<file path="config.mk">
export PLATFORM = sky130hd
export DESIGN_NAME = rom_streamer
export DESIGN_NICKNAME = d
export VERILOG_FILES = /design/src/rtl/rom_stream_pkg.sv /design/src/rtl/rom_streamer.sv
export SDC_FILE = /design/constraint.sdc
export NUM_CORES = 1
export LEC_CHECK = 0
export BUFFER_PORTS_ARGS = -buffer_cell sky130_fd_sc_hd__buf_4
export CORE_UTILIZATION = 25
export DETAILED_ROUTE_END_ITERATION = 8
export PLACE_DENSITY = 0.55
export SETUP_SLACK_MARGIN = 0.1
export SLEW_MARGIN = 20
export SYNTH_ARGS = -nofsm -noshare
export SYNTH_HDL_FRONTEND = slang
export SYNTH_SLANG_ARGS = --single-unit
</file>
<file path="constraint.sdc">
create_clock -name clk -period 3.95 [get_ports clk]
set_input_delay 0.9875 -clock clk [delete_from_list [all_inputs] [get_ports clk]]
set_output_delay 0.9875 -clock clk [all_outputs]
set_load 0.01 [all_outputs]
</file>
<file path="src/rtl/rom_stream_pkg.sv">
// rom_stream_pkg: shared state encoding and default widths for the ROM streamer
package rom_stream_pkg;
  localparam int ADDR_W_DEF = 4;
  localparam int DATA_W_DEF = 8;
  typedef enum logic [1:0] {IDLE, RUN, DRAIN} state_t;
endpackage

</file>
<file path="src/rtl/rom_streamer.sv">
// rom_streamer: reads a burst of consecutive words from a combinational ROM onto a valid/ready stream
module rom_streamer
  import rom_stream_pkg::*;
#(
  parameter int ADDR_W = ADDR_W_DEF,
  parameter int DATA_W = DATA_W_DEF
) (
  input  logic              clk,
  input  logic              rst,
  input  logic              start,
  input  logic [ADDR_W-1:0] start_addr,
  input  logic [ADDR_W:0]   length,
  output logic [ADDR_W-1:0] rom_addr,
  input  logic [DATA_W-1:0] rom_data,
  output logic              m_valid,
  input  logic              m_ready,
  output logic [DATA_W-1:0] m_data,
  output logic              m_last,
  output logic              busy,
  output logic              done
);
  state_t            state;
  logic [ADDR_W-1:0] addr_q;
  logic [ADDR_W:0]   remaining;
  logic              last_word;
  assign rom_addr  = addr_q;
  assign busy      = (state != IDLE);
  assign last_word = (remaining == (ADDR_W+1)'(1));
  // burst control: the output register refills whenever it is empty or being drained
  always_ff @(posedge clk or posedge rst) begin
    if (rst) begin
      state     <= IDLE;
      addr_q    <= '0;
      remaining <= '0;
      m_data    <= '0;
      m_valid   <= 1'b0;
      m_last    <= 1'b0;
      done      <= 1'b0;
    end else begin
      done <= 1'b0;
      case (state)
        IDLE:
          if (start) begin
            if (length != '0) begin
              addr_q    <= start_addr;
              remaining <= length;
              state     <= RUN;
            end else done <= 1'b1;
          end
        RUN:
          if (!m_valid || m_ready) begin
            m_data    <= rom_data;
            m_valid   <= 1'b1;
            m_last    <= last_word;
            addr_q    <= addr_q + ADDR_W'(1);
            remaining <= remaining - (ADDR_W+1)'(1);
            if (last_word) state <= DRAIN;
          end
        DRAIN:
          if (m_valid && m_ready) begin
            m_valid <= 1'b0;
            m_last  <= 1'b0;
            done    <= 1'b1;
            state   <= IDLE;
          end
        default: state <= IDLE;
      endcase
    end
  end
endmodule

</file>
# Word-level counts from Yosys, hierarchy flattened
# Index checks and enable logic that the tools add are counted.
dict set report word_totals {
  ff_bits 22
  latchBits 0
  mem_bits_rw 0
  romBits 0
  inputBits 21
  output_inout_bits 16
  wordCells 52
  n_memories 0
}
dict set report classes {
  addsub 2
  multipliers 0
  n_div 0
  order_cmp 0
  eq_ne 8
  shifts 0
  mux 23
  n_bitwise 0
  reduce_logical 12
}
# cell count
set ops {}
lappend ops {{two-way mux 5 bit} 3}
lappend ops {{two-way mux 4 bit} 3}
lappend ops {{two-way mux 2 bit} 5}
lappend ops {{!= test 2 bit (second input constant)} 5}
lappend ops {{one-hot mux 5 bit (2 select lines)} 1}
lappend ops {{one-hot mux 4 bit (2 select lines)} 1}
lappend ops {{two-way mux 1 bit} 6}
lappend ops {{one-hot mux 1 bit (2 select lines)} 3}
lappend ops {{one-hot mux 2 bit (3 select lines)} 1}
lappend ops {{nonzero test 2 bit} 3}
lappend ops {{equality test 5 x 1 -> 1 bit (second input constant)} 1}
lappend ops {{AND reduction 5 bit} 1}
lappend ops {{nonzero test 5 bit} 1}
lappend ops {{subtractor 5 x 1 -> 5 bit (second input constant)} 1}
lappend ops {{adder 4 x 1 -> 4 bit (second input constant)} 1}
lappend ops {{AND reduction 4 bit} 1}
lappend ops {{AND reduction 3 bit} 1}
lappend ops {{equality test 2 x 1 -> 1 bit (second input constant)} 1}
lappend ops {{equality test 2 bit (second input constant)} 1}
lappend ops {{zero test 2 bit} 1}
lappend ops {{AND reduction 2 bit} 1}
lappend ops {{logical AND 1 bit} 1}
lappend ops {{zero test 1 bit} 1}
lappend ops {{logical OR 1 bit} 1}

# Depth between registers and ports, before layout
# Gate-level depths: netlist of the first run.
dict set report logic_depth {
  depth_word 4
  ltp_mapped 6
  depth_no_buf 6
}

# Least setup slack after synthesis of the first run
# OpenSTA, ideal clock, no wires.
dict set report synth_timing {
  path_kind {input to register}
  from {input port length[1]}
  to {register done}
  setup_time_ns 0.078
  arrival_ns 2.262
  required_time_ns 3.872
  setup_slack_ns 1.609
  cell_stages 4
  n_path_buf 0
  cell_sequence {or4_1 > or2_4 > or3b_1 > a21oi_1}
}
dict set report synth_via {
  elab_chain_len 4
}
# item line_no
set synth_lines {}
lappend synth_lines {{start, declared} rom_streamer.sv:12} ;# input logic [ADDR_W:0] length,
lappend synth_lines {{nonzero test 5 bit} rom_streamer.sv:44} ;# if (length != '0) begin
lappend synth_lines {{two-way mux 1 bit} rom_streamer.sv:44}
lappend synth_lines {{two-way mux 1 bit} rom_streamer.sv:43} ;# if (start) begin
lappend synth_lines {{one-hot mux 1 bit (2 select lines)} rom_streamer.sv:41} ;# case (state)
lappend synth_lines {{end signal, assigned} rom_streamer.sv:38} ;# done <= 1'b0;
lappend synth_lines {{end signal, assigned} rom_streamer.sv:40} ;# done <= 1'b0;
lappend synth_lines {{end signal, assigned} rom_streamer.sv:48} ;# end else done <= 1'b1;
lappend synth_lines {{end, declared} rom_streamer.sv:20} ;# output logic done
# Every way passes these cells.
# A chain may end at the register's enable or synchronous reset.

# Final worst setup path of the first run
dict set report layout_timing {
  from {input port length[1]}
  to {register addr_q[2] (netlist: rom_addr[2])}
}
dict set report layout_via {
  elab_chain_len 3
}
# item line_no
set layout_lines {}
lappend layout_lines {{nonzero test 5 bit} rom_streamer.sv:44}
lappend layout_lines {{!= test 2 bit (no line)} -}
lappend layout_lines {{AND reduction 4 bit (no line)} -}
lappend layout_lines {{end signal, assigned} rom_streamer.sv:45} ;# addr_q <= start_addr;
lappend layout_lines {{end signal, assigned} rom_streamer.sv:55} ;# addr_q <= addr_q + ADDR_W'(1);
lappend layout_lines {{end, declared} rom_streamer.sv:23} ;# logic [ADDR_W-1:0] addr_q;
# Every way passes these cells.

==> summary.txt, run 1 <==
Pwr
  – Leakage: 0.000698 uW
  – Pwr/cell area: 677 nW/um^2
  – Power Total: 1030 uW
  – Maximum vdd ir drop: 0.270 mV

Clock tree
  – Clock sink count: 22
  – Num CTS Buffers: 3
  – Post-CTS setup buffers: 0
  – CTS root buffer: clkbuf_8
  – Htree depth: 1
  – Clock-pin slew on the worst setup and hold paths: 80 ps
  – Cts hold-fix bufs: 0
  – CTS max path bufs: 2
  – Clock tree from TritonCTS: yes
  – Post_cts resized: 0
  – Clk_lat worst skew: 260 ps

Die
  – Initial Utilization: 26.3%
  – Width of the die: 70.0 um
  – Core ar.: 4380 um^2
  – Die area: 4900 um^2
  – I/O Pins: 37
  – Cell Rows: 24
  – Die Ht: 70.0 um

Synth
  – Synth top area share: 47.7%
  – Syn Area/Cell: 10.1 um^2
  – Synth top area cells: dfrtp_1, mux2_2, ha_1, a21oi_1, o21ai_0
  – Syn Nets: 138
  – Post-synthesis adder-cell area fraction: 3.25%
  – Synth unique cells: 36
  – Post-synthesis mux area share: 10.5%
  – Number of synthesized flops with an enable pin: 0
  – Complex-gate fraction of the synthesized area: 18.3%
  – Simple-Gate Fraction of Synth Area: 16.3%
  – Largest family of logic cells by synthesized area: compound AO/OA/AOI/OAI gates
  – Register area share after synthesis: 47.7%
  – Syn Inst Count: 114
  – Ys Warns: 0
  – Main synth FF type: dfrtp_1
  – Synth Register Bits: 22
  – Post-synthesis xor/xnor area fraction: 0%
  – Post-Syn Area: 1150 um^2
  – Asr flop ratio synth: 100%
  – Dominant cell type by area after synthesis: dfrtp_1

STA
  – Fin Clk Skew: 3.77 ps
  – Final period util: 59.6%
  – Tmin final: 2350 ps
  – Least-Margin Pin Slew: 846 ps
  – Unrepaired setup endpoints after global routing: false
  – Final-report setup violation count: 0
  – Slew headroom: 43.5%
  – Max-slew violations: 0
  – Fmax: 0.425 GHz
  – Fin. Hold Viols: 0
  – Setup_tns: 0 ps

Detailed routing
  – Via-per-instance ratio: 5.11
  – Detailed Route WL: 2850 um
  – Mean routed wirelength per cell: 14.2 um
  – Number of routed nets with antenna violations: 0
  – Via Count: 1027
  – First DRT Iteration DRCs: 56
  – # DRC: 0
  – Initial DRT Pass Iterations: 4

Setup path
  – Worst EP arrival: 2480 ps
  – Setup Crit Path Kind: input pin to flop
  – Reg2reg path depth: 3
  – Crit-path slowest cell: or4_1
  – Reg2Reg Setup Slack: 1980 ps
  – Slowest stage delay, CP: 570 ps
  – CP max FO: 9
  – CP bufs+invs: 1
  – Cell chain of the critical path: buf_4 -> or4_1 -> or2_4 -> o21ai_2 -> a222oi_1
  – CP Capture Type: flop
  – Crit path max-delay family: simple AND/OR/NAND/NOR gates
  – Critical Path Stages: 5
  – RR Endpoint: m_data[0]
  – CP endpoint: rom_addr[2]
  – Reg-to-reg startpoint: state[0]
  – CP startpoint: length[1]
  – Setup crit start kind: input pin
  – Data required, critical path: 4070 ps

Final layout
  – Layout net count: 174
  – Synth-to-layout area growth: 32.1%
  – Filler cells: 456
  – Share of layout cells above drive strength 1: 36.2%
  – FF+latch area: 551 um^2
  – Final Instance Area: 1530 um^2
  – Fin util: 34.8%
  – Multi-input logic area: 558 um^2
  – N_diodes: 0

Placed design
  – Placed Area: 1470 um^2
  – Dpl hpwl: 2130 um
  – GPL Wtd Cong: 0.838
  – IO buf count: 36

GRT
  – Global Route Usage Sum: 12.0%
  – Global-route wire length before repair: 4800 um
  – Initial antenna violation count: 0
  – Vias in the first global route: 984
  – Gr ovfl total: 0
  – Largest net degree at the start of global routing: 23

Job
  – Max Cap Viol: 0

Min path
  – HP Class: flop to flop

Outcome
  – Status: finished clean
[registers in the layout (all words and copies together), names as in the netlist]
signal     cells
rom_addr       4
m_data         8
remaining      5
m_valid        1
done           1
m_last         1
state          2
[cells in the mapped netlist, drive strengths merged (2+ instances only)]
cell type	instances
o21ai	8
mux2i	2
ha	3
o31ai	3
or2	2
nand2	4
nor3	6
a21oi	7
nor2b	2
mux2	9
o22ai	2
nand3	2
nor4	2
clkbuf	4
a211o	3
dfrtp	22
nor2	10
inv	7
a32oi	2
[per-stage QoR]
step / worst slack, ps / hold WS [ps] / instances
final: 1600 / 515 / 201
after global routing: 1530 / 532 / 201
after CTS: 1610 / 521 / 201
after detailed placement: 1330 / 502 / 197
after global placement: 1380 / 494 / 197
after floorplan: 1610 / 468 / 114
[area by class of cell]
type | count | area share [%]
multi-input combinational | 80 | 36.6
sequential | 22 | 36.1
timing repair buffer | 36 | 17.7
tap | 52 | 4.27
clock buffer | 4 | 3.61
inverter | 7 | 1.72
[routing by layer]
metal / vias up / share of wire, % / track usage [%]
li1: 486 / - / -
met1: 492 / 44 / 16.4
met2: 45 / 48 / 19.0
met3: 4 / 6.8 / 2.60
met4: 0 / 1.0 / 3.56
met5: - / 0 / 0
[where the power goes]
group | internal [uW] | total [uW] | switching, uW | leakage (uW)
Combinational | 237 | 469 | 231 | 0.000409
Sequential | 310 | 401 | 90.2 | 0.000261
Clock | 88.8 | 163 | 73.8 | 0.0000288
Total | 637 | 1030 | 396 | 0.000698
[cell usage in the layout (no fill, tap or decap), types with 2 or more instances in the layout]
cell type,Yosys,routed
mux2_2,9,9
o21ai_0,7,7
inv_1,7,7
buf_4,0,36
a211o_1,3,3
o22ai_1,2,2
nor4_1,2,2
ha_1,3,3
nor3_1,6,6
clkbuf_8,0,4
nor2b_1,2,2
nand3_1,2,2
nand2_1,4,4
a21oi_1,7,7
a32oi_1,2,2
dfrtp_1,22,22
mux2i_1,2,2
o31ai_1,3,3
nor2_1,9,9
[how the worst min path moves through the flow]
stage,cells past startpoint,endpoint,slack [ps],start
2_1_floorplan,2,remaining[4],470,remaining[4]
3_3_place_gp,1,m_data[0],490,m_data[0]
3_5_place_dp,1,m_data[7],500,m_data[7]
4_1_cts,1,m_data[4],520,m_data[4]
5_1_grt,1,m_data[2],530,m_data[2]
6_report,1,m_data[4],520,m_data[4]
[cells by family (layout without fill, tap and decap cells)]
family	after synthesis	in the layout
buf+inv	12	47
simple gates	35	35
compound gates	31	31
fa+ha+maj	3	3
mux	11	11
flops	22	22
(Power assumes the default switching activity.)
==> run 2: changes to the inputs <==
--- a/config.mk
+++ b/config.mk
@@ -5,6 +5,7 @@
 export SDC_FILE = /design/constraint.sdc
 export NUM_CORES = 1
 export LEC_CHECK = 0
+export ABC_AREA = 1
 export BUFFER_PORTS_ARGS = -buffer_cell sky130_fd_sc_hd__buf_4
 export CORE_UTILIZATION = 25
 export DETAILED_ROUTE_END_ITERATION = 8
==> constraint.sdc (replaced) <==
create_clock -name clk -period 2.2 [get_ports clk]
set_input_delay 0.55 -clock clk [delete_from_list [all_inputs] [get_ports clk]]
set_output_delay 0.55 -clock clk [all_outputs]
set_load 0.01 [all_outputs]
==> run 2 against run 1 <==
Clock power is 140% higher. Design area increased by 8.0%. Clock skew down 2.3 ps. Final cell count up 39%. Via count grew 15%. First-iteration DRC count up 8.9%. Non-clock buffer count rose by 1. Critical path type is now flop to output port.
==> summary.txt, run 2 <==
Placed design
  – DP Cell Count: 275 (was 197)
  – IO buf count: 36 (unchanged)
  – Dpl hpwl: 2140 um (was 2130 um)
  – GPL Wtd Cong: 0.824 (was 0.838)

Clock tree
  – Clk_lat worst skew: 270 ps (was 260 ps)
  – CTS root buffer: clkbuf_8 (unchanged)
  – Clock tree from TritonCTS: yes (unchanged)
  – Post_cts resized: 0 (unchanged)
  – Clock-pin slew on the worst setup and hold paths: 90 ps (was 80 ps)
  – Clock sink count: 22 (unchanged)
  – Num CTS Buffers: 3 (unchanged)
  – Cts hold-fix bufs: 0 (unchanged)
  – CTS max path bufs: 2 (unchanged)
  – Post-CTS setup buffers: 0 (unchanged)
  – Htree depth: 1 (unchanged)

Final layout
  – Non-Filler Instances: 279 (was 201)
  – Filler cells: 535 (was 456)
  – Synth-to-layout area growth: 34.3% (was 32.1%)
  – Layout net count: 237 (was 174)
  – Max reg flops: 8 (unchanged)
  – Commonest non-fill, non-tap cells in the layout: nand2_1, buf_4, dfrtp_1, nor2_1, inv_1 (was buf_4, dfrtp_1, nor2_1, mux2_2)
  – Reg with most FFs: m_data (unchanged)
  – Share of layout cells above drive strength 1: 24.5% (was 36.2%)
  – N_diodes: 0 (unchanged)
  – Leading cell type in the layout, fill and taps excluded: nand2_1 (was buf_4)

Min path
  – HP Class: input pin to asynchronous set/reset pin (was flop to flop)

Synth
  – Simple-Gate Fraction of Synth Area: 43.1% (was 16.3%)
  – Synth top area cells: dfrtp_1, nand2_1, nand3_1, nor2_1, inv_1 (was dfrtp_1, mux2_2, ha_1, a21oi_1, o21ai_0)
  – Syn Inst Count: 173 (was 114)
  – Ys Warns: 0 (unchanged)
  – Post-synthesis adder-cell area fraction: 3.06% (was 3.25%)
  – Top-count cell post-synth: nand2_1 (was dfrtp_1)
  – Dominant cell type by area after synthesis: dfrtp_1 (unchanged)
  – Register area share after synthesis: 44.9% (was 47.7%)
  – Number of synthesized flops with an enable pin: 0 (unchanged)
  – Syn Area/Cell: 7.09 um^2 (was 10.1 um^2)
  – Asr flop ratio synth: 100% (unchanged)
  – Post-Syn Area: 1230 um^2 (was 1150 um^2)
  – Synth unique cells: 19 (was 36)
  – Largest family of logic cells by synthesized area: simple AND/OR/NAND/NOR gates (was compound AO/OA/AOI/OAI gates)
  – Main synth FF type: dfrtp_1 (unchanged)
  – Synth top cells by count: nand2_1, dfrtp_1, nor2_1 (was dfrtp_1, mux2_2, nor2_1)
  – Complex-gate fraction of the synthesized area: 3.06% (was 18.3%)
  – Post-synthesis xor/xnor area fraction: 0% (unchanged)
  – Synth top area share: 44.9% (was 47.7%)
  – Post-synthesis mux area share: 0% (was 10.5%)
  – Synth Register Bits: 22 (unchanged)
  – Syn Nets: 197 (was 138)

GRT
  – Largest net degree at the start of global routing: 23 (unchanged)
  – Initial antenna violation count: 0 (unchanged)
  – Global Route Usage Sum: 12.4% (was 12.0%)
  – Global-route wire length before repair: 4950 um (was 4800 um)
  – Gr ovfl total: 0 (unchanged)
  – Vias in the first global route: 1055 (was 984)

Setup path
  – CP Capture Type: output port (was flop)
  – Setup crit start kind: flop (was input pin)
  – Reg2Reg Setup Slack: 690 ps (was 1980 ps)
  – Setup Crit Path Kind: flop to output port (was input pin to flop)
  – Data required, critical path: 1650 ps (was 4070 ps)
  – Worst EP arrival: 1080 ps (was 2480 ps)
  – CP max FO: 6 (was 9)

Pwr
  – Combinational share of power: 49.4% (was 45.4%)
  – Leakage: 0.000945 uW (was 0.000698 uW)
  – Sw frac: 43.0% (was 38.3%)
  – Sequential power share: 33.2% (was 38.8%)
  – Clock power frac: 17.3% (was 15.8%)
  – Switching power: 973 uW (was 396 uW)
  – Internal: 1290 uW (was 637 uW)
  – Pwr/cell area: 1370 nW/um^2 (was 677 nW/um^2)
  – Maximum vdd ir drop: 0.415 mV (was 0.270 mV)

Die
  – Width of the die: 72.1 um (was 70.0 um)
  – Die area: 5190 um^2 (was 4900 um^2)
  – Die Ht: 72.1 um (was 70.0 um)
  – Core ar.: 4720 um^2 (was 4380 um^2)
  – Cell Rows: 25 (was 24)
  – Initial Utilization: 26.0% (was 26.3%)
  – I/O Pins: 37 (unchanged)

STA
  – Fin Clk Skew: 1.45 ps (was 3.77 ps)
  – Setup_tns: 0 ps (unchanged)
  – Max-slew violations: 0 (unchanged)
  – Unrepaired setup endpoints after global routing: false (unchanged)
  – Final period util: 74.1%
  – Tmin final: 1630 ps
  – Fin. Hold Viols: 0 (unchanged)
  – Fmax: 0.613 GHz
  – Final-report setup violation count: 0 (unchanged)
  – Slew headroom: 74.8% (was 43.5%)
  – Least-Margin Pin Slew: 375 ps (was 846 ps)

Detailed routing
  – First DRT Iteration DRCs: 61 (was 56)
  – Mean routed wirelength per cell: 10.5 um (was 14.2 um)
  – Detailed Route WL: 2930 um (was 2850 um)
  – Via-per-instance ratio: 4.24 (was 5.11)
  – Via Count: 1183 (was 1027)
  – Number of routed nets with antenna violations: 0 (unchanged)
  – Initial DRT Pass Iterations: 4 (unchanged)
  – # DRC: 0 (unchanged)

Job
  – Max Cap Viol: 0 (unchanged)

Outcome
  – Status: finished clean (unchanged)
[run 2: cell count changes after synthesis, moves of 5 or more]
cell	delta
nand2_1	+84
nand3_1	+10
mux2_2	-9
a21oi_1	-6
inv_1	+6
nor3_1	-6
nor2_1	+5
[run 2: layout make-up]
class	instances	area (um^2)	area share, %
timing repair buffer	37	278	16.9
tap	67	83.8	5.09
inverter	16	60.1	3.64
clock inverter	1	30.0	1.82
clock buffer	3	41.3	2.51
multi-input combinational	133	604	36.7
sequential	22	551	33.4
[run 2: layer usage]
layer | GRT usage (%) | wire [um]
met1 | 18.1 | 1540
met2 | 17.5 | 1200
met3 | 3.06 | 154
met4 | 4.58 | 40
met5 | 0 | 0
[run 2: path summary, 6_finish.rpt]
kind,from,to,depth (start not counted)
worst max-delay path,state[0],busy,3
worst min-delay path,rst,m_data[4],3
worst max register to register,state[0],state[1],6
worst min register to register,m_data[7],m_data[7],2
max in group asynchronous,rst,rom_addr[0],3
min in group clk,rom_data[1],m_data[1],3
[run 2: logic make-up after synthesis]
family,count (synthesis)
flops,22
simple gates,123
compound gates,7
fa+ha+maj,3
buf+inv,18
[run 2: per-stage QoR]
stage               hold WS [ps]  setup slack (ps)  power [uW]  util, %  instance area [um^2]
finish                       310               570        2270     34.9                  1650
global placement             474               685        1880     33.4                  1580
CTS                          328               559        2290     34.9                  1650
global route                 350               495        2490     34.9                  1650
detailed placement           470               708        1880     33.4                  1580
floorplan                    464               970        1490        -                  1230
[run 2: critical path: stages, from the launching register on]
cell     delay [ps]
dfrtp_1         480
inv_2           110
nand2_1          70
buf_4           150
[run 2: power groups by stage]
stage / registers (uW) / logic [uW] / clock network, uW
after floorplan: 781 / 708 / 0
after global placement: 765 / 1110 / 0
after detailed placement: 754 / 1130 / 0
after CTS: 754 / 1130 / 397
after global routing: 783 / 1280 / 422
final: 753 / 1120 / 393
